$ cat src/rtl/audio_dac_serializer.sv
// Buffered stereo DAC transmitter: small sample-pair FIFO feeding an I2S or
// left-justified serializer that generates its own bit clock and LR clock.
module audio_dac_serializer #(
  parameter int unsigned DATA_W     = 24,
  parameter int unsigned SLOT_W     = 32,
  parameter int unsigned BCLK_DIV   = 2,
  parameter int unsigned FIFO_DEPTH = 4
) (
  input  logic                        CLOCK_50,
  input  logic                        KEY0,
  input  logic                        enable,
  input  logic                        mode,
  input  logic                        s_valid,
  output logic                        s_ready,
  input  logic [DATA_W-1:0]           s_left,
  input  logic [DATA_W-1:0]           s_right,
  output logic                        AUD_BCLK,
  output logic                        AUD_DACLRCK,
  output logic                        AUD_DACDAT,
  output logic                        underrun,
  output logic [$clog2(FIFO_DEPTH):0] fifo_level
);

  localparam int unsigned AW   = $clog2(FIFO_DEPTH);
  localparam int unsigned CntW = AW + 1;
  localparam int unsigned DivW = (BCLK_DIV > 1) ? $clog2(BCLK_DIV) : 1;
  localparam int unsigned IdxW = $clog2(2 * SLOT_W);

  localparam logic [DivW-1:0] DivLast = DivW'(BCLK_DIV - 1);
  localparam logic [IdxW-1:0] IdxLast = IdxW'(2 * SLOT_W - 1);
  localparam logic [IdxW-1:0] SlotLen = IdxW'(SLOT_W);
  localparam logic [IdxW-1:0] DataLen = IdxW'(DATA_W);
  localparam logic [CntW-1:0] Depth   = CntW'(FIFO_DEPTH);

  typedef enum logic {StIdle, StRun} state_e;

  state_e            state_q, state_d;
  logic [DivW-1:0]   div_q, div_d;
  logic [IdxW-1:0]   idx_q, idx_d;
  logic              bclk_q, bclk_d;
  logic              lrck_q, lrck_d;
  logic              dat_q, dat_d;
  logic              und_q, und_d;
  logic              mode_q, mode_d;
  logic [DATA_W-1:0] left_q, left_d;
  logic [DATA_W-1:0] right_q, right_d;

  logic [DATA_W-1:0] mem_l_q [FIFO_DEPTH];
  logic [DATA_W-1:0] mem_r_q [FIFO_DEPTH];
  logic [AW-1:0]     wr_ptr_q, wr_ptr_d;
  logic [AW-1:0]     rd_ptr_q, rd_ptr_d;
  logic [CntW-1:0]   count_q, count_d;

  logic fifo_empty, push, pop, frame_start;

  assign fifo_empty = (count_q == '0);
  assign s_ready    = (count_q != Depth);
  assign push       = s_valid && s_ready;
  // Emptiness is judged on the registered level: a same-cycle push never bypasses.
  assign pop        = frame_start && !fifo_empty;

  assign AUD_BCLK    = bclk_q;
  assign AUD_DACLRCK = lrck_q;
  assign AUD_DACDAT  = dat_q;
  assign underrun    = und_q;
  assign fifo_level  = count_q;

  // Serial bit for frame index idx; I2S delays the MSB by one BCLK, left-justified does not.
  function automatic logic slot_bit(input logic [IdxW-1:0]   idx,
                                    input logic [DATA_W-1:0] l,
                                    input logic [DATA_W-1:0] r,
                                    input logic              md);
    logic [IdxW-1:0]   k;
    logic [DATA_W-1:0] s;
    logic [DATA_W-1:0] sh;
    logic              in_win;
    if (idx >= SlotLen) begin
      k = idx - SlotLen;
      s = r;
    end else begin
      k = idx;
      s = l;
    end
    if (md) begin
      in_win = (k < DataLen);
      sh     = s << k;
    end else begin
      in_win = (k != '0) && (k <= DataLen);
      sh     = s << (k - IdxW'(1));
    end
    return in_win & sh[DATA_W-1];
  endfunction

  // Clock generation, bit sequencing and frame-start loading.
  always_comb begin
    state_d     = state_q;
    div_d       = div_q;
    idx_d       = idx_q;
    bclk_d      = bclk_q;
    lrck_d      = lrck_q;
    dat_d       = dat_q;
    mode_d      = mode_q;
    left_d      = left_q;
    right_d     = right_q;
    und_d       = 1'b0;
    frame_start = 1'b0;
    case (state_q)
      StIdle: begin
        div_d  = '0;
        idx_d  = '0;
        bclk_d = 1'b0;
        lrck_d = 1'b0;
        dat_d  = 1'b0;
        if (enable) begin
          state_d     = StRun;
          frame_start = 1'b1;
        end
      end
      StRun: begin
        if (div_q != DivLast) begin
          div_d = div_q + DivW'(1);
        end else begin
          div_d  = '0;
          bclk_d = ~bclk_q;
          // LRCK and data only move on the BCLK falling edge.
          if (bclk_q) begin
            if (idx_q == IdxLast) begin
              if (enable) begin
                frame_start = 1'b1;
              end else begin
                state_d = StIdle;
                idx_d   = '0;
                lrck_d  = 1'b0;
                dat_d   = 1'b0;
              end
            end else begin
              idx_d  = idx_q + IdxW'(1);
              lrck_d = (idx_d >= SlotLen);
              dat_d  = slot_bit(idx_d, left_q, right_q, mode_q);
            end
          end
        end
      end
      default: state_d = StIdle;
    endcase
    if (frame_start) begin
      div_d   = '0;
      idx_d   = '0;
      bclk_d  = 1'b0;
      lrck_d  = 1'b0;
      mode_d  = mode;
      und_d   = fifo_empty;
      left_d  = fifo_empty ? '0 : mem_l_q[rd_ptr_q];
      right_d = fifo_empty ? '0 : mem_r_q[rd_ptr_q];
      dat_d   = mode & left_d[DATA_W-1];
    end
  end

  // FIFO pointer and level bookkeeping.
  always_comb begin
    wr_ptr_d = push ? wr_ptr_q + AW'(1) : wr_ptr_q;
    rd_ptr_d = pop ? rd_ptr_q + AW'(1) : rd_ptr_q;
    count_d  = count_q;
    case ({push, pop})
      2'b10:   count_d = count_q + CntW'(1);
      2'b01:   count_d = count_q - CntW'(1);
      default: count_d = count_q;
    endcase
  end

  // Sample storage; contents are don't-care while the level says empty.
  always_ff @(posedge CLOCK_50) begin
    if (push) begin
      mem_l_q[wr_ptr_q] <= s_left;
      mem_r_q[wr_ptr_q] <= s_right;
    end
  end

  // State registers with asynchronous pushbutton reset.
  always_ff @(posedge CLOCK_50 or negedge KEY0) begin
    if (!KEY0) begin
      state_q  <= StIdle;
      div_q    <= '0;
      idx_q    <= '0;
      bclk_q   <= 1'b0;
      lrck_q   <= 1'b0;
      dat_q    <= 1'b0;
      und_q    <= 1'b0;
      mode_q   <= 1'b0;
      left_q   <= '0;
      right_q  <= '0;
      wr_ptr_q <= '0;
      rd_ptr_q <= '0;
      count_q  <= '0;
    end else begin
      state_q  <= state_d;
      div_q    <= div_d;
      idx_q    <= idx_d;
      bclk_q   <= bclk_d;
      lrck_q   <= lrck_d;
      dat_q    <= dat_d;
      und_q    <= und_d;
      mode_q   <= mode_d;
      left_q   <= left_d;
      right_q  <= right_d;
      wr_ptr_q <= wr_ptr_d;
      rd_ptr_q <= rd_ptr_d;
      count_q  <= count_d;
    end
  end

endmodule

$ cat config.mk
export PLATFORM = sky130hd
export DESIGN_NAME = audio_dac_serializer
export DESIGN_NICKNAME = d
export VERILOG_FILES = /design/src/rtl/audio_dac_serializer.sv
export SDC_FILE = /design/constraint.sdc
export NUM_CORES = 1
export LEC_CHECK = 0
export ABC_CLOCK_PERIOD_IN_PS = 2400
export BUFFER_PORTS_ARGS = -buffer_cell sky130_fd_sc_hd__buf_2
export CORE_ASPECT_RATIO = 2
export CORE_MARGIN = 2
export CORE_UTILIZATION = 45
export CTS_BUF_LIST = sky130_fd_sc_hd__clkbuf_16
export CTS_CLUSTER_DIAMETER = 120
export DETAILED_ROUTE_END_ITERATION = 7
export GPL_ROUTABILITY_DRIVEN = 1
export HOLD_SLACK_MARGIN = 0.03
export PLACE_DENSITY = 0.62
export SLEW_MARGIN = 0
export SYNTH_ARGS = -nofsm -noshare
export SYNTH_HDL_FRONTEND = slang
export SYNTH_SLANG_ARGS = --single-unit
$ cat constraint.sdc
create_clock -name CLOCK_50 -period 2.4 [get_ports CLOCK_50]
set_clock_uncertainty 0.1 [all_clocks]
set_input_delay 0.12 -clock CLOCK_50 [delete_from_list [all_inputs] [get_ports CLOCK_50]]
set_output_delay 0.12 -clock CLOCK_50 [all_outputs]
set_load 0.005 [all_outputs]
; ---- Yosys cells after proc, flatten, opt, wreduce, memory -nomap -nowiden
; Memory sizes are Yosys's and may differ from the RTL's.
; Cells that the tools add are included.
[classes]
addsub = 8
n_lt_le_gt_ge = 3
n_eq_ne = 7
n_shift = 2
muxes = 58
bitwise = 4
reduce_logical = 8
[ops]
columns = op, n
row1 = 24-bit two-way mux, 12
row2 = 6-bit two-way mux, 10
row3 = 24-bit by 6-bit left shift with 24-bit output, 2
row4 = 1-bit two-way mux, 28
row5 = 1-bit one-hot mux with 2 select lines, 6
row6 = 6-bit one-hot mux with 2 select lines, 1
row7 = "6-bit by 1-bit adder with 6-bit output, second input constant", 1
row8 = "6-bit equality test, second input constant", 1
row9 = "6-bit >= comparator, second input constant", 1
row10 = "6-bit by 5-bit less-or-equal comparator with 1-bit output, second input constant", 1
row11 = "6-bit by 5-bit < comparator with 1-bit output, second input constant", 1
row12 = "3-bit by 1-bit inequality test with 1-bit output, second input constant", 2
row13 = 3-bit one-hot mux with 2 select lines, 1
row14 = 6-bit nonzero test, 1
row15 = "6-bit by 1-bit subtractor with 6-bit output, second input constant", 1
row16 = "6-bit subtractor, second input constant", 1
row17 = "2-bit by 1-bit adder with 2-bit output, second input constant", 2
row18 = "4-bit inequality test, second input constant", 1
row19 = "3-bit by 1-bit adder with 3-bit output, second input constant", 1
row20 = 1-bit logical AND, 3
row21 = 3-bit logical NOT, 1
row22 = "3-bit inequality test, second input constant", 1
row23 = 3-bit AND reduction, 1
row24 = "3-bit by 1-bit subtractor with 3-bit output, second input constant", 1
row25 = 7 further kinds, 9
[word_totals]
register_bits = 68
ram_bits = 192
input_bits = 53
out_inout_bits = 8
word_cells = 105
n_memories = 2
[mem_list]
columns = name, depth, width, rd, rd_clocked_by_memory_dff, write_ports, line
row1 = mem_l_q, 4, 24, 1, 0, 1, 48  ; logic [DATA_W-1:0] mem_l_q [FIFO_DEPTH];
row2 = mem_r_q, 4, 24, 1, 0, 1, 49  ; logic [DATA_W-1:0] mem_r_q [FIFO_DEPTH];

; ---- Longest topological paths before layout
; Gate-level depths: netlist (run 1).
[logic_depth]
depth_word = 20
mapped_depth = 11
mapped_depth_nobuf = 11

; ---- Least setup slack after synthesis (run 1)
; No wires, ideal clock.
[synth_timing]
path_type = reg2reg
startpoint = register idx_q[0]
endpoint = register count_q[2] (netlist: fifo_level[2])
setup_time_ns = 0.079
arrival_time_ns = 2.395
required_ns = 2.221
path_slack_ns = -0.174
path_stages_with_launch = 12
path_buffers = 0
period_less_slack_ns = 2.574
cell_sequence = dfrtp_1 -> ha_1 -> and2_1 -> nand4_1 -> o21ai_0 -> and3_1 -> ha_1 -> inv_1 -> fa_1 -> xor2_1 -> nor2_1 -> xor2_1
[synth_via]
elab_chain_cells = 8
word_cells_on_any_way = 10
cone_classes = eq/ne (3) / mux (5) / reduce/logical (2)
[synth_lines]
columns = element, line
row1 = "start, declared", 39  ; logic [IdxW-1:0] idx_q, idx_d;
row2 = "start signal, assigned", 198  ; idx_q <= idx_d;
row3 = 6-bit equality test (*), 127  ; if (idx_q == IdxLast) begin
row4 = 1-bit two-way mux (*), 127
row5 = 1-bit two-way mux (*), 126  ; if (bclk_q) begin
row6 = 1-bit two-way mux (*), 120  ; if (div_q != DivLast) begin
row7 = 1-bit one-hot mux with 2 select lines (*), 107  ; case (state_q)
row8 = 1-bit logical AND (*), 60  ; assign pop = frame_start && !fifo_empty;
row9 = net pop, 54  ; logic fifo_empty, push, pop, frame_start;
row10 = 2-bit by 1-bit equality test with 1-bit output or 2-bit equality test (tied branches), 164  ; case ({push, pop})
row11 = 3-bit one-hot mux with 2 select lines or 2-bit nonzero test (tied branches), n/a
row12 = "end signal, assigned", 208  ; count_q <= count_d;
row13 = "end, declared", 52  ; logic [CntW-1:0] count_q, count_d;
; Mark *: on every way through the listed nets, which the timed path passes. The rest lies on a longest branch.
; A chain may end at the register's enable or synchronous reset.

; ---- Worst setup path in the final report (run 1)
[layout_timing]
startpoint = register idx_q[0]
endpoint = register dat_q (netlist: AUD_DACDAT)
[layout_via]
elab_chain_cells = 20
word_cells_on_any_way = 45
cone_classes = add/sub (3) / order compare (3) / eq/ne (4) / shift (2) / mux (29) / bitwise (1) / reduce/logical (3)
[layout_lines]
columns = element, line
row1 = 6-bit by 1-bit adder with 6-bit output, 137  ; idx_d = idx_q + IdxW'(1);
row2 = 6-bit subtractor or 6-bit >= comparator (tied branches), "78, 77"
row3 = 6-bit two-way mux, 77  ; if (idx >= SlotLen) begin
row4 = 6-bit two-way mux, 127
row5 = 6-bit two-way mux, 126
row6 = 6-bit two-way mux, 120
row7 = 6-bit two-way mux, 107
row8 = 6-bit by 1-bit subtractor with 6-bit output (tied with other cells), 89  ; sh = s << (k - IdxW'(1));
row9 = (+4 left out), n/a
row10 = 24-bit two-way mux or 1-bit two-way mux (tied branches), 120
row11 = 24-bit two-way mux or 1-bit two-way mux (tied branches), 107
row12 = 1-bit bitwise AND, 91  ; return in_win & sh[DATA_W-1];
row13 = 1-bit two-way mux, 127
row14 = 1-bit two-way mux, 126
row15 = 1-bit two-way mux, 120
row16 = 1-bit one-hot mux with 2 select lines, 107
row17 = 1-bit two-way mux, 146  ; if (frame_start) begin
row18 = "end signal, assigned", 201  ; dat_q <= dat_d;
row19 = "end, declared", 42  ; logic dat_q, dat_d;
; Parallel ways exist; a longest one is shown, timed or not. The select of a mux whose other input is x is not followed.

==> results of run 1 <==
-- synth_stat cells, types with 6 or more instances --
master	n
xnor2_1	9
clkbuf_1	28
mux4_2	52
and3_1	7
nor2_1	13
nand2_1	123
inv_1	7
edfxtp_1	192
and2_1	9
nand3_1	14
ha_1	6
dfrtp_1	68
o21ai_0	67
-- final cells by class --
cell class                 count  area [um2]  area share [%]
tap                          283         354            2.68
timing repair buffer         187        1490            11.3
clock inverter                18         174            1.31
sequential                   260        7480            56.5
clock buffer                  23         576            4.35
multi-input combinational    382        3140            23.7
inverter                       7        26.3           0.199
-- where the power goes --
part,internal [W],leakage (nW),switching (W)
Clock,0.00208,0.352,0.00159
Sequential,0.00559,2.67,0.000162
Combinational,0.000515,1.85,0.000864
Total,0.00819,4.87,0.00262
-- worst paths after layout --
kind	start	to
max in group asynchronous	KEY0	mode_q
max	idx_q[0]	AUD_DACDAT
max reg2reg	idx_q[0]	AUD_DACDAT
min reg2reg	right_q[20]	right_q[20]
min in group CLOCK_50	s_left[18]	mem_l_q[1][18]
min	KEY0	right_q[1]
-- timing repair --
action / 4_1_cts / 5_1_grt
gates cloned: 0 / 0
pin swaps: 2 / 15
setup endpoints to repair: 2 / 2
hold endpoints to repair: 267 / 0
setup buffers: 2 / 7
resized for setup: 5 / 23
hold buffers: 52 / 0
-- worst max-delay path, cell delays in order, from the launching register on --
cell and delay [ns]:
dfrtp_2 0.41, buf_6 0.14, and3_4 0.21, a21boi_4 0.07, nor2_4 0.12, mux4_2 0.52, or4_4 0.44, a31oi_4 0.22
o31ai_4 0.08
-- metrics by stage --
step	hold slack (ns)	cell area [um2]	setup WS (ns)	setup TNS [ns]
after global routing	0.0931	13200	-0.115	-0.132
after CTS	0.0436	13100	-0.00979	-0.00979
after floorplan	-0.276	10700	-0.0220	-0.0220
after detailed placement	0.0491	11800	-0.0618	-0.0640
final	0.0501	13200	-0.0359	-0.0359
after global placement	0.0505	11800	-0.00149	-0.00149
-- flip-flops by register name, summed over array words and instances, names as in the netlist --
name and flops:
right_q 24, fifo_level 3, AUD_DACDAT 1, mem_r_q 96, left_q 24, mem_l_q 96, wr_ptr_q 2, underrun 1
rd_ptr_q 2, AUD_BCLK 1, div_q 1, state_q 1, mode_q 1, idx_q 6, AUD_DACLRCK 1
-- cell families after synthesis --
| logic type | count (synthesis) | share of synthesized area (%) |
|---|---|---|
| flops | 260 | 70.0 |
| simple gates | 198 | 8.64 |
| compound gates | 106 | 6.01 |
| mux | 57 | 11.5 |
| buf+inv | 47 | 1.82 |
| xor+xnor | 14 | 1.15 |
| fa+ha+maj | 7 | 0.891 |
-- per-layer routing --
metal  global-route usage, %  share of wire [%]  vias up  wire length, um
met4                    8.77                3.9        0              919
met1                    21.5                 37     3223             8540
li1                        -                  -     2957                -
met5                       0                  0        -                0
met2                    36.4                 57      123            13200
met3                    2.05                2.8       42              655
==> flow_metrics.py, run 1 <==
metrics = {
    "synth": {
        "yosysTopAreaCell": "edfxtp_1",
        "synth-seq-area-share_pct": 70.0,
        "synth_area_per_cell_um2": 15.5,
        "netlist.area_leader.share_pct": 54.0,
        "ys_types": 60,
        "syn_nets": 749,
        "synthCells": 689,
        "synth_warnings": 0,
        "synthTopCellsByArea": "edfxtp_1, dfrtp_1, mux4_2",
        "synth_edf_count": 192,
        "synth.ff_latch_count": 260,
        "syn-cell-area_um2": 10700,
        "synth_top_flop_cell": "edfxtp_1",
        "synthArstFlopShare_pct": 26.2,
    },
    "global_route": {
        "grt_max_degree": 50,
        "grt_util_all_layers_pct": 19.3,
        "grt-ovfl-total": 0,
        "grt_pass1_vias": 7039,
        "grt_pass1_wl_um": 37500,
        "antenna_found_initial": 0,
    },
    "placed_design": {
        "gp_congestion": 0.875,
        "hpwlAfterDp_um": 15400,
        "dp.cells": 1058,
        "port_buffers": 60,
    },
    "layout": {
        "final_common_cell": "edfxtp_1",
        "fin_cells": 1160,
        "antenna_cells": 0,
        "final_util_pct": 56.7,
        "fillCellCount": 1858,
        "fin_nets": 921,
        "final_cell_mix": "edfxtp_1, nand2_1, o21ai_0, dfrtp_1, buf_4",
        "drive_above_1_share_pct": 29.6,
        "syn2layout_area_growth_pct": 24.1,
    },
    "floorplan": {
        "initial_core_util_pct": 45.7,
        "num_rows": 79,
        "core-area_um2": 23300,
        "dieArea_um2": 25000,
        "fp.dieW_um": 113,
        "die_h_um": 222,
        "io_pins": 61,
    },
    "cts": {
        "clk_latency_ns": 0.52,
        "cts_tree": "done",
        "cts_buffers": 23,
        "cts.clk_slew.worst_paths_ns": 0.07,
        "root_buffer": "clkbuf_16",
        "cts_sinks": 260,
        "cts_max_path_buffers": 3,
        "h-tree-depth": 1,
    },
    "critical_path": {
        "rrSetupSlack_ns": -0.04,
        "end_kind": "flop",
        "required_ns": 2.69,
        "worst-r2r-cell-count": 8,
        "cp.arrival_ns": 2.73,
        "path_class": "flop to flop",
        "crit_path_start_kind": "flop",
        "critPathMaxFanout": 5,
    },
    "routing": {
        "wl_per_cell_um": 20.1,
        "drtIter0Drc": 362,
        "post_drt_via_cell_ratio": 5.47,
        "routed_wl_um": 23300,
        "detail-route-antenna-nets": 0,
        "first_pass_iters": 6,
        "route.detailed.drc": 3,
        "num_vias": 6345,
    },
    "timing": {
        "max_freq_mhz": 411,
        "rsz0062_at_grt": "yes",
        "hold_viol": 0,
        "slew_violations": 0,
        "worst_pin_slew_ns": 0.596,
        "setup_violations": 1,
        "finalCriticalPeriod_ns": 2.44,
        "maxSlewHeadroom_pct": 60.3,
        "finalWorstSetupSlack_ns": -0.0359,
        "fin_crit_sh_pct": 101,
    },
    "run_status": {
        "status": "finished, violations left",
        "violations": "DRC, setup timing",
    },
    "pwr": {
        "power.total_w": 0.0108,
        "powerDensity_nw_per_um2": 816,
        "peakVddDrop_uv": 645,
        "leakage_nw": 4.87,
    },
    "flow_run": {
        "max_cap_viol_count": 0,
    },
    "hold_path": {
        "hold_class": "primary input to asynchronous set/reset pin",
    },
}
Power figures use the tool's default switching activity.
==> run 2, diff against run 1 <==
Settings changed: CORE_UTILIZATION 45 to 30, PLACE_DENSITY 0.62 to 0.45.
==> run 2 against run 1 <==
The flow now finishes without violations; clock power barely moved; cell count rose by 15%; die area rose by 49%; combinational power rose by 11%; sequential cell count did not move; first-iteration DRC count fell by 32%; power rose by 1.4%; routed wire length rose by 15%; worst setup slack improved by 0.093 ns; final area rose by 2.5%; largest cell class unchanged.
==> flow_metrics.py, run 2 (same netlist as run 1, synthesis figures left out) <==
metrics = {
    "timing": {
        "maxSlewHeadroom_pct": 66.4,
        "max_freq_mhz": 427,
        "hold_viol": 0,
        "whs_ns": 0.0298,
        "slew_violations": 0,
        "rsz0062_at_grt": "yes",
        "setup_violations": 0,
        "finalWorstSetupSlack_ns": 0.0569,
        "setup_tns_ns": 0,
        "worst_pin_slew_ns": 0.504,
        "finalCriticalPeriod_ns": 2.34,
        "fin_crit_sh_pct": 97.6,
    },
    "global_route": {
        "grt_pass1_vias": 7133,
        "antenna_found_initial": 0,
        "grt_util_all_layers_pct": 15.0,
        "grt_max_degree": 69,
        "grt_pass1_wl_um": 41500,
        "grt-ovfl-total": 0,
    },
    "layout": {
        "final_cell_mix": "edfxtp_1, nand2_1, buf_4, o21ai_0, dfrtp_1",
        "top_regs": "mem_l_q (96), mem_r_q (96)",
        "drive_above_1_share_pct": 30.8,
        "fin_nets": 936,
        "syn2layout_area_growth_pct": 27.1,
        "antenna_cells": 0,
        "final_cell_area_um2": 13600,
        "final_util_pct": 38.7,
        "final_common_cell": "edfxtp_1",
    },
    "critical_path": {
        "crit_path_start_kind": "flop",
        "crit_chain": "buf_6 > xnor2_4 > buf_6 > mux4_2 > mux2_4 > o311a_1 > o311ai_1 > o31ai_1",
        "startpoint": "idx_q[0]",
        "reg2reg_from": "idx_q[0]",
        "worst-r2r-cell-count": 8,
        "path_class": "flop to flop",
        "critPathMaxFanout": 6,
        "path_common_cell": "buf_6",
        "worst_path_max_delay_cell": "mux4_2",
        "required_ns": 2.72,
        "crit_family": "multiplexers",
        "cp.arrival_ns": 2.66,
        "critical_path.max_stage_delay_ns": 0.49,
        "end_kind": "flop",
        "cp_num_cells": 8,
        "cp_num_buf_inv": 2,
    },
    "routing": {
        "drtIter0Drc": 245,
        "wl_per_cell_um": 20.0,
        "route.detailed.drc": 0,
        "num_vias": 6384,
        "first_pass_iters": 4,
        "post_drt_via_cell_ratio": 4.77,
        "routed_wl_um": 26800,
        "detail-route-antenna-nets": 0,
    },
    "floorplan": {
        "io_pins": 61,
        "dieArea_um2": 37200,
        "die_h_um": 271,
        "initial_core_util_pct": 30.4,
        "core-area_um2": 35100,
        "fp.dieW_um": 137,
        "num_rows": 97,
    },
    "hold_path": {
        "hold_class": "primary input to asynchronous set/reset pin",
    },
    "pwr": {
        "powerDensity_nw_per_um2": 808,
        "leakage_nw": 5.00,
        "peakVddDrop_uv": 493,
    },
    "cts": {
        "h-tree-depth": 1,
        "cts_max_path_buffers": 3,
        "cts.clk_slew.worst_paths_ns": 0.07,
        "cts_buffers": 24,
        "cts_sinks": 260,
        "cts_tree": "done",
        "clk_latency_ns": 0.54,
        "root_buffer": "clkbuf_16",
    },
    "flow_run": {
        "max_cap_viol_count": 0,
    },
    "placed_design": {
        "port_buffers": 60,
        "pre_cts_slack_ns": -0.171,
        "dpl_cell_area_um2": 12100,
        "hpwlAfterDp_um": 19200,
        "gp_congestion": 0.927,
    },
    "run_status": {
        "status": "finished, final reports clean",
    },
}
## run 2: cell type report
class	count	area, um2
Clock buffer	25	626
Clock inverter	19	130
Fill cell	3297	21500
Inverter	7	26.3
Multi-Input combinational cell	382	3150
Sequential cell	260	7480
Tap cell	445	557
Timing Repair Buffer	201	1600
## run 2: where the power goes
group | switching, W | internal [W] | total (W)
Combinational | 0.000912 | 0.000616 | 0.00153
Clock | 0.00167 | 0.00201 | 0.00368
Sequential | 0.000158 | 0.00559 | 0.00575
## run 2: repair_timing
| item | in CTS | in global routing |
|---|---|---|
| gates cloned | 0 | 0 |
| endpoints found under the hold margin | 266 | 0 |
| setup buffers | 1 | 5 |
| pin swaps | 6 | 11 |
| gates resized for setup | 10 | 16 |
| hold buffers | 52 | 0 |
| setup endpoints to repair | 2 | 2 |
## run 2: routing by layer
| layer | up-vias | global-route usage, % | wire length (um) |
|---|---|---|---|
| li1 | 2989 | - | - |
| met1 | 3263 | 15.9 | 9540 |
| met2 | 90 | 28.6 | 15500 |
| met3 | 42 | 1.67 | 611 |
| met4 | 0 | 7.05 | 1130 |
| met5 | - | 0 | 0 |
## run 2: metrics by stage
step	power (W)	std cells
after floorplan	0.00656	689
after global placement	0.00730	1237
after detailed placement	0.00737	1237
after CTS	0.0112	1334
after global routing	0.0115	1339
final	0.0110	1339
## run 2: worst min-delay path: cells and delay by family
| family | cells | cell delay, ns |
|---|---|---|
| buffers and inverters | 3 | 0.94 |
## run 2: final timing paths
check / end / slack (ns)
max in group asynchronous: idx_q[1] / 1.82
worst max register to register: AUD_DACDAT / 0.06
worst min register to register: right_q[6] / 0.38
min in group CLOCK_50: mem_r_q[2][4] / 0.24
worst min-delay path: idx_q[2] / 0.03
worst max-delay path: AUD_DACDAT / 0.06
==> run 3, diff against run 2 <==
Settings changed: MAX_ROUTING_LAYER from default to met4.
==> run 3 against run 2 <==
Worst hold slack better by 0.018 ns; worst setup slack improved by 0.0014 ns; core utilization shrank 0.054 points; critical endpoint unchanged; power rose by 1.5%.
==> flow_metrics.py, run 3 (same netlist as run 1, synthesis figures left out) <==
metrics = {
    "pwr": {
        "powerDensity_nw_per_um2": 821,
        "peakVddDrop_uv": 468,
        "leakage_nw": 4.97,
    },
    "timing": {
        "whs_ns": 0.0482,
        "finalWorstSetupSlack_ns": 0.0583,
        "hold_viol": 0,
        "fin_crit_sh_pct": 97.6,
        "setup_violations": 0,
        "slew_violations": 0,
        "rsz0062_at_grt": "yes",
        "finalCriticalPeriod_ns": 2.34,
        "max_freq_mhz": 427,
        "setup_tns_ns": 0,
        "maxSlewHeadroom_pct": 63.0,
        "worst_pin_slew_ns": 0.556,
    },
    "routing": {
        "route.detailed.drc": 0,
        "first_pass_iters": 4,
        "wl_per_cell_um": 20.7,
        "detail-route-antenna-nets": 0,
        "routed_wl_um": 27500,
        "post_drt_via_cell_ratio": 4.87,
        "num_vias": 6468,
        "drtIter0Drc": 312,
    },
    "global_route": {
        "grt_max_degree": 69,
        "antenna_found_initial": 0,
        "grt-ovfl-total": 0,
        "grt_pass1_wl_um": 42500,
        "grt_pass1_vias": 7285,
        "grt_util_all_layers_pct": 15.8,
    },
    "cts": {
        "cts_sinks": 260,
        "h-tree-depth": 1,
        "clk_latency_ns": 0.53,
        "cts.clk_slew.worst_paths_ns": 0.06,
        "cts_tree": "done",
        "cts_max_path_buffers": 3,
        "root_buffer": "clkbuf_16",
        "cts_buffers": 24,
    },
    "critical_path": {
        "crit_chain": "buf_4 > buf_4 > xor2_2 > buf_4 > mux4_2 > or4_1 > a31oi_1 > o31ai_1",
        "critPathMaxFanout": 6,
        "end_kind": "flop",
        "required_ns": 2.71,
        "cp.arrival_ns": 2.65,
        "reg2reg_to": "AUD_DACDAT",
        "crit_path_start_kind": "flop",
        "path_common_cell": "buf_4",
        "rrSetupSlack_ns": 0.06,
        "path_class": "flop to flop",
        "worst-r2r-cell-count": 8,
        "cp_num_buf_inv": 3,
        "worst_path_max_delay_cell": "dfrtp_1",
        "reg2reg_from": "idx_q[2]",
        "critical_path.max_stage_delay_ns": 0.42,
        "crit_family": "buffers and inverters",
    },
    "layout": {
        "fin_nets": 925,
        "antenna_cells": 0,
        "top_regs": "mem_l_q (96), mem_r_q (96)",
        "multi_input_area_um2": 3130,
        "final_common_cell": "edfxtp_1",
        "drive_above_1_share_pct": 29.1,
        "fillCellCount": 3279,
        "syn2layout_area_growth_pct": 27.0,
        "final_cell_mix": "edfxtp_1, nand2_1, o21ai_0, dfrtp_1, buf_4",
        "final_cell_area_um2": 13500,
        "seqCellArea_um2": 7480,
    },
    "placed_design": {
        "dpl_cell_area_um2": 12100,
        "port_buffers": 60,
        "hpwlAfterDp_um": 19200,
        "pre_cts_slack_ns": -0.164,
        "gp_congestion": 0.937,
    },
    "run_status": {
        "status": "finished, final reports clean",
    },
    "flow_run": {
        "max_cap_viol_count": 0,
    },
    "floorplan": {
        "io_pins": 61,
        "num_rows": 97,
        "dieArea_um2": 37200,
        "die_h_um": 271,
        "core-area_um2": 35100,
        "fp.dieW_um": 137,
        "initial_core_util_pct": 30.4,
    },
    "hold_path": {
        "hold_class": "primary input to asynchronous set/reset pin",
    },
}
run 3: timing repair:
item,CTS,global route
hold buffers,52,0
endpoints found under the hold margin,265,0
buffers inserted,2,0
gates resized for setup,11,13
pin swaps,7,12
setup endpoints to repair,2,2
run 3: stage by stage:
stage	util (%)	total power [W]	std cells
6_report	38.6	0.0111	1327
5_1_grt	38.6	0.0116	1327
4_1_cts	38.5	0.0114	1327
3_5_place_dp	34.6	0.00743	1230
3_3_place_gp	34.6	0.00735	1230
2_1_floorplan	-	0.00656	689
run 3: worst reg2reg max path, delay by kind of cell (launching register included):
kind	cells	cell delay, ns
muxes	1	0.31
and+or+nand+nor	1	0.41
buffers and inverters	3	0.52
xor gates and xnor gates	1	0.25
DFF	1	0.42
AOI/OAI and AO/OA	2	0.23
run 3: how the worst max path moves through the flow:
stage              from  slack [ns]  cells past startpoint             to
2_1_floorplan  idx_q[1]       -0.02                     11  fifo_level[2]
3_3_place_gp   idx_q[1]       -0.15                      8     AUD_DACDAT
3_5_place_dp   idx_q[1]       -0.16                      8     AUD_DACDAT
4_1_cts        idx_q[0]      -0.004                      8     AUD_DACDAT
5_1_grt        idx_q[5]       -0.05                      8     AUD_DACDAT
6_report       idx_q[2]        0.06                      8     AUD_DACDAT
run 3: power breakdown:
part           leakage, nW  switching [W]  internal (W)  total, W
sequential            2.67       0.000156       0.00559   0.00575
clock                0.397        0.00160       0.00219   0.00379
combinational         1.90       0.000950      0.000638   0.00159
run 3: per-layer routing:
metal	GRT usage (%)	part of all wire (%)
met1	16.3	36
met2	29.4	57
met3	1.50	2.3
met4	7.33	4.7
met5	-	0
run 3: cell type report:
type | instances | share of cell area [%]
clock buffers | 25 | 4.62
clock inverters | 18 | 1.10
inverters | 7 | 0.194
multi-input cells | 382 | 23.1
flip-flops and latches | 260 | 55.2
well taps | 445 | 4.11
repair buffers | 190 | 11.7
